===== config.mk =====
export PLATFORM = sky130hd
export DESIGN_NAME = store_narrow_unit
export DESIGN_NICKNAME = d
export VERILOG_FILES = /design/src/rtl/store_narrow_unit.sv
export SDC_FILE = /design/constraint.sdc
export NUM_CORES = 1
export LEC_CHECK = 0
export ABC_CLOCK_PERIOD_IN_PS = 3600
export CORE_ASPECT_RATIO = 0.75
export CORE_MARGIN = 2
export CORE_UTILIZATION = 50
export DETAILED_ROUTE_END_ITERATION = 8
export PLACE_DENSITY_LB_ADDON = 0.05
export SLEW_MARGIN = 20
export SYNTH_ARGS = -nofsm -noshare
export SYNTH_HDL_FRONTEND = slang
export SYNTH_SLANG_ARGS = --single-unit

===== constraint.sdc =====
create_clock -name CLK -period 3.6 [get_ports CLK]
set_clock_uncertainty 0.2 [all_clocks]
set_input_delay 0.54 -clock CLK [delete_from_list [all_inputs] [get_ports CLK]]
set_output_delay 0.54 -clock CLK [all_outputs]
set_load 0.01 [all_outputs]

===== src/rtl/store_narrow_unit.sv =====
// Store-path narrowing unit: narrows rt to byte/half/word, places it on memory byte lanes
// and runs the write handshake. Define STORE_SPLIT_EN to split unaligned stores into two beats.
module store_narrow_unit #(
    parameter int unsigned DATA_WIDTH = 32,
    parameter int unsigned ADDR_WIDTH = 32
) (
    input  logic                  CLK,
    input  logic                  RST,
    input  logic                  Store_Valid,
    output logic                  Store_Ready,
    input  logic [ADDR_WIDTH-1:0] Store_Addr,
    input  logic [DATA_WIDTH-1:0] Store_Data,
    input  logic [1:0]            Store_Size,
    output logic                  Mem_Req,
    output logic [ADDR_WIDTH-1:0] Mem_Addr,
    output logic [DATA_WIDTH-1:0] Mem_WData,
    output logic [3:0]            Mem_Byte_En,
    input  logic                  Mem_Ack,
    output logic                  Store_Done,
    output logic                  Store_Fault
);

    typedef enum logic [2:0] {
        IDLE,
        CHECK,
        REQ1,
        REQ2,
        RESP
    } state_t;

    state_t                  r_state;
    state_t                  w_next;

    logic [ADDR_WIDTH-1:0]   r_addr;
    logic [DATA_WIDTH-1:0]   r_data;
    logic [1:0]              r_size;
    logic                    r_fault;
    logic [ADDR_WIDTH-1:0]   r_mem_addr;
    logic [DATA_WIDTH-1:0]   r_wdata;
    logic [3:0]              r_be;

    logic [1:0]              w_k;
    logic [3:0]              w_size_mask;
    logic [DATA_WIDTH-1:0]   w_rep;
    logic [DATA_WIDTH-1:0]   w_wdata;
    logic [3:0]              w_be1;
    logic                    w_fault;

    assign w_k = r_addr[1:0];

    always_comb begin
        w_rep       = r_data;
        w_size_mask = 4'b0000;
        case (r_size)
            2'b00: begin
                w_rep       = {4{r_data[7:0]}};
                w_size_mask = 4'b0001;
            end
            2'b01: begin
                w_rep       = {2{r_data[15:0]}};
                w_size_mask = 4'b0011;
            end
            2'b10: begin
                w_rep       = r_data;
                w_size_mask = 4'b1111;
            end
            default: begin
                w_rep       = r_data;
                w_size_mask = 4'b0000;
            end
        endcase
    end

    // Rotate-left by whole bytes so the low-order datum lands on lane k.
    always_comb begin
        w_wdata = w_rep;
        case (w_k)
            2'd1:    w_wdata = {w_rep[23:0], w_rep[31:24]};
            2'd2:    w_wdata = {w_rep[15:0], w_rep[31:16]};
            2'd3:    w_wdata = {w_rep[7:0],  w_rep[31:8]};
            default: w_wdata = w_rep;
        endcase
    end

`ifdef STORE_SPLIT_EN
    logic [7:0] w_lanes;
    logic [3:0] w_be2;
    logic [3:0] r_be2;

    // Low nibble is beat 1, anything spilling past lane 3 belongs to the next word.
    assign w_lanes = {4'b0000, w_size_mask} << w_k;
    assign w_be1   = w_lanes[3:0];
    assign w_be2   = w_lanes[7:4];
    assign w_fault = (r_size == 2'b11);
`else
    assign w_be1   = w_size_mask << w_k;
    assign w_fault = (r_size == 2'b11)
                   || ((r_size == 2'b01) && r_addr[0])
                   || ((r_size == 2'b10) && (w_k != 2'd0));
`endif

    always_ff @(posedge CLK or negedge RST) begin
        if (!RST) begin
            r_state <= IDLE;
        end else begin
            r_state <= w_next;
        end
    end

    always_comb begin
        w_next = r_state;
        case (r_state)
            IDLE: begin
                if (Store_Valid) begin
                    w_next = CHECK;
                end
            end
            CHECK: begin
                w_next = w_fault ? RESP : REQ1;
            end
            REQ1: begin
                if (Mem_Ack) begin
`ifdef STORE_SPLIT_EN
                    w_next = (r_be2 != 4'b0000) ? REQ2 : RESP;
`else
                    w_next = RESP;
`endif
                end
            end
`ifdef STORE_SPLIT_EN
            REQ2: begin
                if (Mem_Ack) begin
                    w_next = RESP;
                end
            end
`endif
            RESP: begin
                w_next = IDLE;
            end
            default: begin
                w_next = IDLE;
            end
        endcase
    end

    always_ff @(posedge CLK or negedge RST) begin
        if (!RST) begin
            r_addr     <= '0;
            r_data     <= '0;
            r_size     <= '0;
            r_fault    <= 1'b0;
            r_mem_addr <= '0;
            r_wdata    <= '0;
            r_be       <= '0;
`ifdef STORE_SPLIT_EN
            r_be2      <= '0;
`endif
        end else begin
            case (r_state)
                IDLE: begin
                    if (Store_Valid) begin
                        r_addr <= Store_Addr;
                        r_data <= Store_Data;
                        r_size <= Store_Size;
                    end
                end
                CHECK: begin
                    r_fault <= w_fault;
                    if (!w_fault) begin
                        r_mem_addr <= {r_addr[ADDR_WIDTH-1:2], 2'b00};
                        r_wdata    <= w_wdata;
                        r_be       <= w_be1;
`ifdef STORE_SPLIT_EN
                        r_be2      <= w_be2;
`endif
                    end
                end
                REQ1: begin
                    if (Mem_Ack) begin
`ifdef STORE_SPLIT_EN
                        if (r_be2 != 4'b0000) begin
                            r_mem_addr <= r_mem_addr + ADDR_WIDTH'(4);
                            r_be       <= r_be2;
                        end else begin
                            r_be <= '0;
                        end
`else
                        r_be <= '0;
`endif
                    end
                end
                REQ2: begin
                    if (Mem_Ack) begin
                        r_be <= '0;
                    end
                end
                default: begin
                end
            endcase
        end
    end

    assign Store_Ready = (r_state == IDLE);
    assign Mem_Req     = (r_state == REQ1) || (r_state == REQ2);
    assign Mem_Addr    = r_mem_addr;
    assign Mem_WData   = r_wdata;
    assign Mem_Byte_En = r_be;
    assign Store_Done  = (r_state == RESP) && !r_fault;
    assign Store_Fault = (r_state == RESP) && r_fault;

endmodule

==> metrics.sh <==
CTS.REPORTEDPATHS.CLKPINSLEW_PS=60
CTS_NUM_SINKS=136
PLACEMENT.IO_BUFFERS=139
FIN_NETS=734
TIMING.FINAL.SETUP_VIOLATIONS=0
POST_SYNTH_INST_COUNT=535
ANTENNA_CELLS_INSERTED=0
CRIT_TYPE='flip-flop to flip-flop'
DIE_Y_UM=103
NUMPLACEDINSTANCES=810
DESIGN_POWER_TOTAL_uW=9150
ANTENNA_FOUND_INITIAL=0
CRITICAL_PATH.CELL_CHAIN='clkinv_1, ha_1, nor2_1, a221o_1, o22ai_1, o31ai_1'
DRT-PASS1-ITER-COUNT=5
GRT_USE_TOTAL_PCT=25.0
SYNTH.CELL_AREA_UM2=6510
FIRST_ITER_VIOLATIONS=404
FIN_TNS_SETUP_PS=0
SYNTH.CELLS.MOST_FREQUENT='136 x dfrtp_1, 62 x mux2_2, 30 x mux2_4'
MAX_CAP_VIOL_COUNT=0
CRITPATHBUFINV=1
DRC=0
PLACED_CELL_AREA_UM2=7990
SYNTH.DISTINCT_CELLS=47
CRITICAL_PATH.MAX_FANOUT=19
GRT_PASS1_VIAS=4860
CRITPATHMAXSTAGEDELAY_PS=870
MAXIMUM_BUFFER_DEPTH_OF_THE_CLOCK_TREE=2
VIOLATIONS_IN_THE_FINAL_REPORTS='hold timing'
SYNTH.TOP_CELLS.BY_AREA='dfrtp_1 52%, mux2_2 11%, mux2_4 6.9%, a32o_1 2.3%, a31oi_1 1.9%'
YS_FF_LATCH=136
POSTSYNTHAREAPERCELL_UM2=12.2
CTS-HOLD-FIX-BUFFERS=0
WL_PER_CELL_UM=20.3
WORST_R2R_STARTPOINT='r_size[1]$_DFFE_PN0P_'
SYNTH_SEQ_AREA_SHARE_PCT=52.3
FLOORPLAN.CORE_AREA_UM2=12800
REQUIRED_PS=3720
FIN_CELLS=842
DESIGN.DIE.AREA_UM2=14000
FLOORPLAN.DIE.WIDTH_UM=136
BUFFER_CELL_DRIVING_THE_CLOCK_TREE_ROOT='clkbuf_16'
CPLARGESTDELAYFAMILY='simple AND/OR/NAND/NOR gates'
VDD.IR_DROP.WORST_mV=0.785
STATUS='finished with violations'
HIGHEST-SIGNAL-LAYER='met4'
SYNTH_EDF_COUNT=0
POSTCTSRESIZEDCELLS=0
WORST_HOLD_SLACK_PS=-1.69
FLOW.AREA_GROWTH_FROM_SYNTHESIS_PCT=31.9
FINAL_DESIGN_AREA_NO_FILL_UM2=8590
SLEW_VIOL_FINAL=0
IO_PINS=142
POST_DP_HPWL_UM=11300
VIASPERCELL=5.99
STD_CELL_ROWS=36
FINALWORSTPATHREQUIREDPERIOD_PS=3040
GRT_FIRST_PASS_WIRELENGTH_UM=26800
SYNTH_TOP_AREA_SHARE_PCT=52.3
CTS.HTREE.LEVELS=4
VIA_COUNT=5041
NUMCTSBUFFERS=17
WORST_EP_ARRIVAL_TIME_PS=3160
GRT_SETUP_UNREPAIRED='no'
WIRELENGTH_MET1_UM=8090
WORST_TRAN_PIN_VALUE_PS=1020
DETAILROUTE.WIRELENGTH.MET3_UM=1470
TRITONCTS='done'
YOSYS.AREA.TOP_TYPE='dfrtp_1'
GRT_MAX_DEGREE=119
CLOCK_INSERTION_DELAY_WORST_SKEW_PS=420
POWER.STATIC_LEAKAGE_uW=0.00363
DOMINANTREGCELLSYNTH='dfrtp_1'
ENDPOINT_OF_THE_MOST_CRITICAL_REGISTER_TO_REGISTER_PATH='Mem_WData[13]$_DFFE_PN0P_'
FINALHOLDVIOLCOUNT=1
R2R_CELLS=6
CTS_SETUP_BUFFERS=0
CRITICAL_PATH.ENDPOINT_TYPE='flip-flop'
MAXCLOCKFREQUENCY_GHz=0.329
GR-TOTAL-OVERFLOW=0
WORST_HOLD_PATH_TYPE='primary input to asynchronous set/reset pin'
PROPORTION_OF_SYNTHESIZED_FLIP_FLOPS_HAVING_ASYNCHRONOUS_SET_OR_RESET_PCT=100
CP_SLOWEST_CELL='nor2_1'
YOSYS.CELL_COUNT.TOP_TYPE='dfrtp_1'
CP-START-KIND='flip-flop'
POST-ROUTE-PERIOD-UTIL_PCT=84.5
POWERDENSITY_nW_PER_UM2=1060
WIRELENGTH_UM=17100
FLOORPLAN.INITIALDENSITY_PCT=50.7
ANTENNA_LEFT=0
FINALWEIGHTEDCONGESTION=0.893
SLEW_HEADROOM_PCT=31.4
SETUP.REG_TO_REG.WORST_SLACK_PS=560
MET2_LENGTH_UM=7350
SYNTHESIS.YOSYS.WARNINGS=0
POST_ROUTE_CELLS_DRIVE_ABOVE_1_SHARE_PCT=20.9
==> flip-flops by register name, summed over array words and instances (netlist names) <==
name,cells
r_addr,32
r_size,2
Mem_Byte_En,4
r_data,32
Mem_WData,32
r_fault,1
Mem_Addr,30
r_state,3
==> per-layer routing <==
| layer | global-route usage [%] | up-vias |
|---|---|---|
| met2 | 35.3 | 243 |
| met1 | 37.5 | 2498 |
| met3 | 6.78 | 19 |
| li1 | - | 2281 |
| met5 | 0 | - |
| met4 | 7.93 | 0 |
==> where the power goes <==
group	switching, µW	total (µW)	internal (µW)	leakage [µW]
sequential	722	3030	2310	0.00164
combinational	2050	4380	2330	0.00170
clock	734	1730	999	0.000289
==> worst max path at each step <==
stage | slack (ps) | start | to | cells past startpoint
global route | 350 | r_size[1]$_DFFE_PN0P_ | Mem_WData[23]$_DFFE_PN0P_ | 6
detailed placement | 600 | r_size[1]$_DFFE_PN0P_ | Mem_Addr[8]$_DFFE_PN0P_ | 6
global placement | 670 | r_size[1]$_DFFE_PN0P_ | Mem_WData[2]$_DFFE_PN0P_ | 6
finish | 560 | r_size[1]$_DFFE_PN0P_ | Mem_WData[13]$_DFFE_PN0P_ | 6
CTS | 600 | r_size[1]$_DFFE_PN0P_ | Mem_Addr[5]$_DFFE_PN0P_ | 6
floorplan | 900 | r_size[1]$_DFFE_PN0P_ | Mem_Addr[10]$_DFFE_PN0P_ | 9
==> stage by stage <==
step	hold WS (ps)	setup WS (ps)	utilization, %
detailed placement	272	603	62.2
floorplan	44.4	902	-
global placement	273	665	62.2
global route	106	353	66.9
finish	-1.69	559	66.9
CTS	132	599	66.9
==> cells by family (layout without fill, tap and decap cells) <==
kind of cell | count (synthesis) | count (layout) | synth area share [%]
AO/OA/AOI/OAI | 155 | 155 | 17.2
adder cells (fa/ha/maj) | 6 | 6 | 1.15
buffers and inverters | 53 | 188 | 4.15
flip-flops | 136 | 136 | 52.3
multiplexers | 92 | 92 | 17.6
other | 1 | 2 | 0.0576
AND/OR/NAND/NOR | 92 | 92 | 7.49
==> layout by cell type, fill, tap and decap left out, drive strengths merged, types with 2 or more instances in the layout <==
master	n
clkdlybuf4s50	138
or3	7
inv	11
conb	2
a21o	2
and2	13
ha	6
nand3	8
nand2b	5
mux2	92
dfrtp	136
o22a	11
o22ai	16
o31ai	10
a32o	15
buf	11
and3	10
clkbuf	19
a221o	7
a31o	4
a31oi	20
nor4b	2
nand4	3
clkinv	7
o21ai	28
a22o	7
a21boi	2
a211oi	9
nand2	28
nor3	11
a2bb2oi	5
a32oi	5
a21oi	10
==> worst reg2reg max path, delay by kind of cell (launching register included) <==
family,cells,cell delay (ps)
AOI/OAI and AO/OA,3,710
adders and majority gates,1,540
DFF,1,350
buffers and inverters,1,290
and+or+nand+nor,1,870
==> layout make-up <==
| type | instances | area, µm² |
|---|---|---|
| fill | 971 | 4250 |
| sequential | 136 | 3400 |
| multi-input combinational | 347 | 2850 |
| timing repair buffer | 150 | 1500 |
| clock buffer | 18 | 439 |
| tap | 171 | 214 |
| clock inverter | 14 | 155 |
| inverter | 6 | 22.5 |
(Power assumes the default switching activity.)
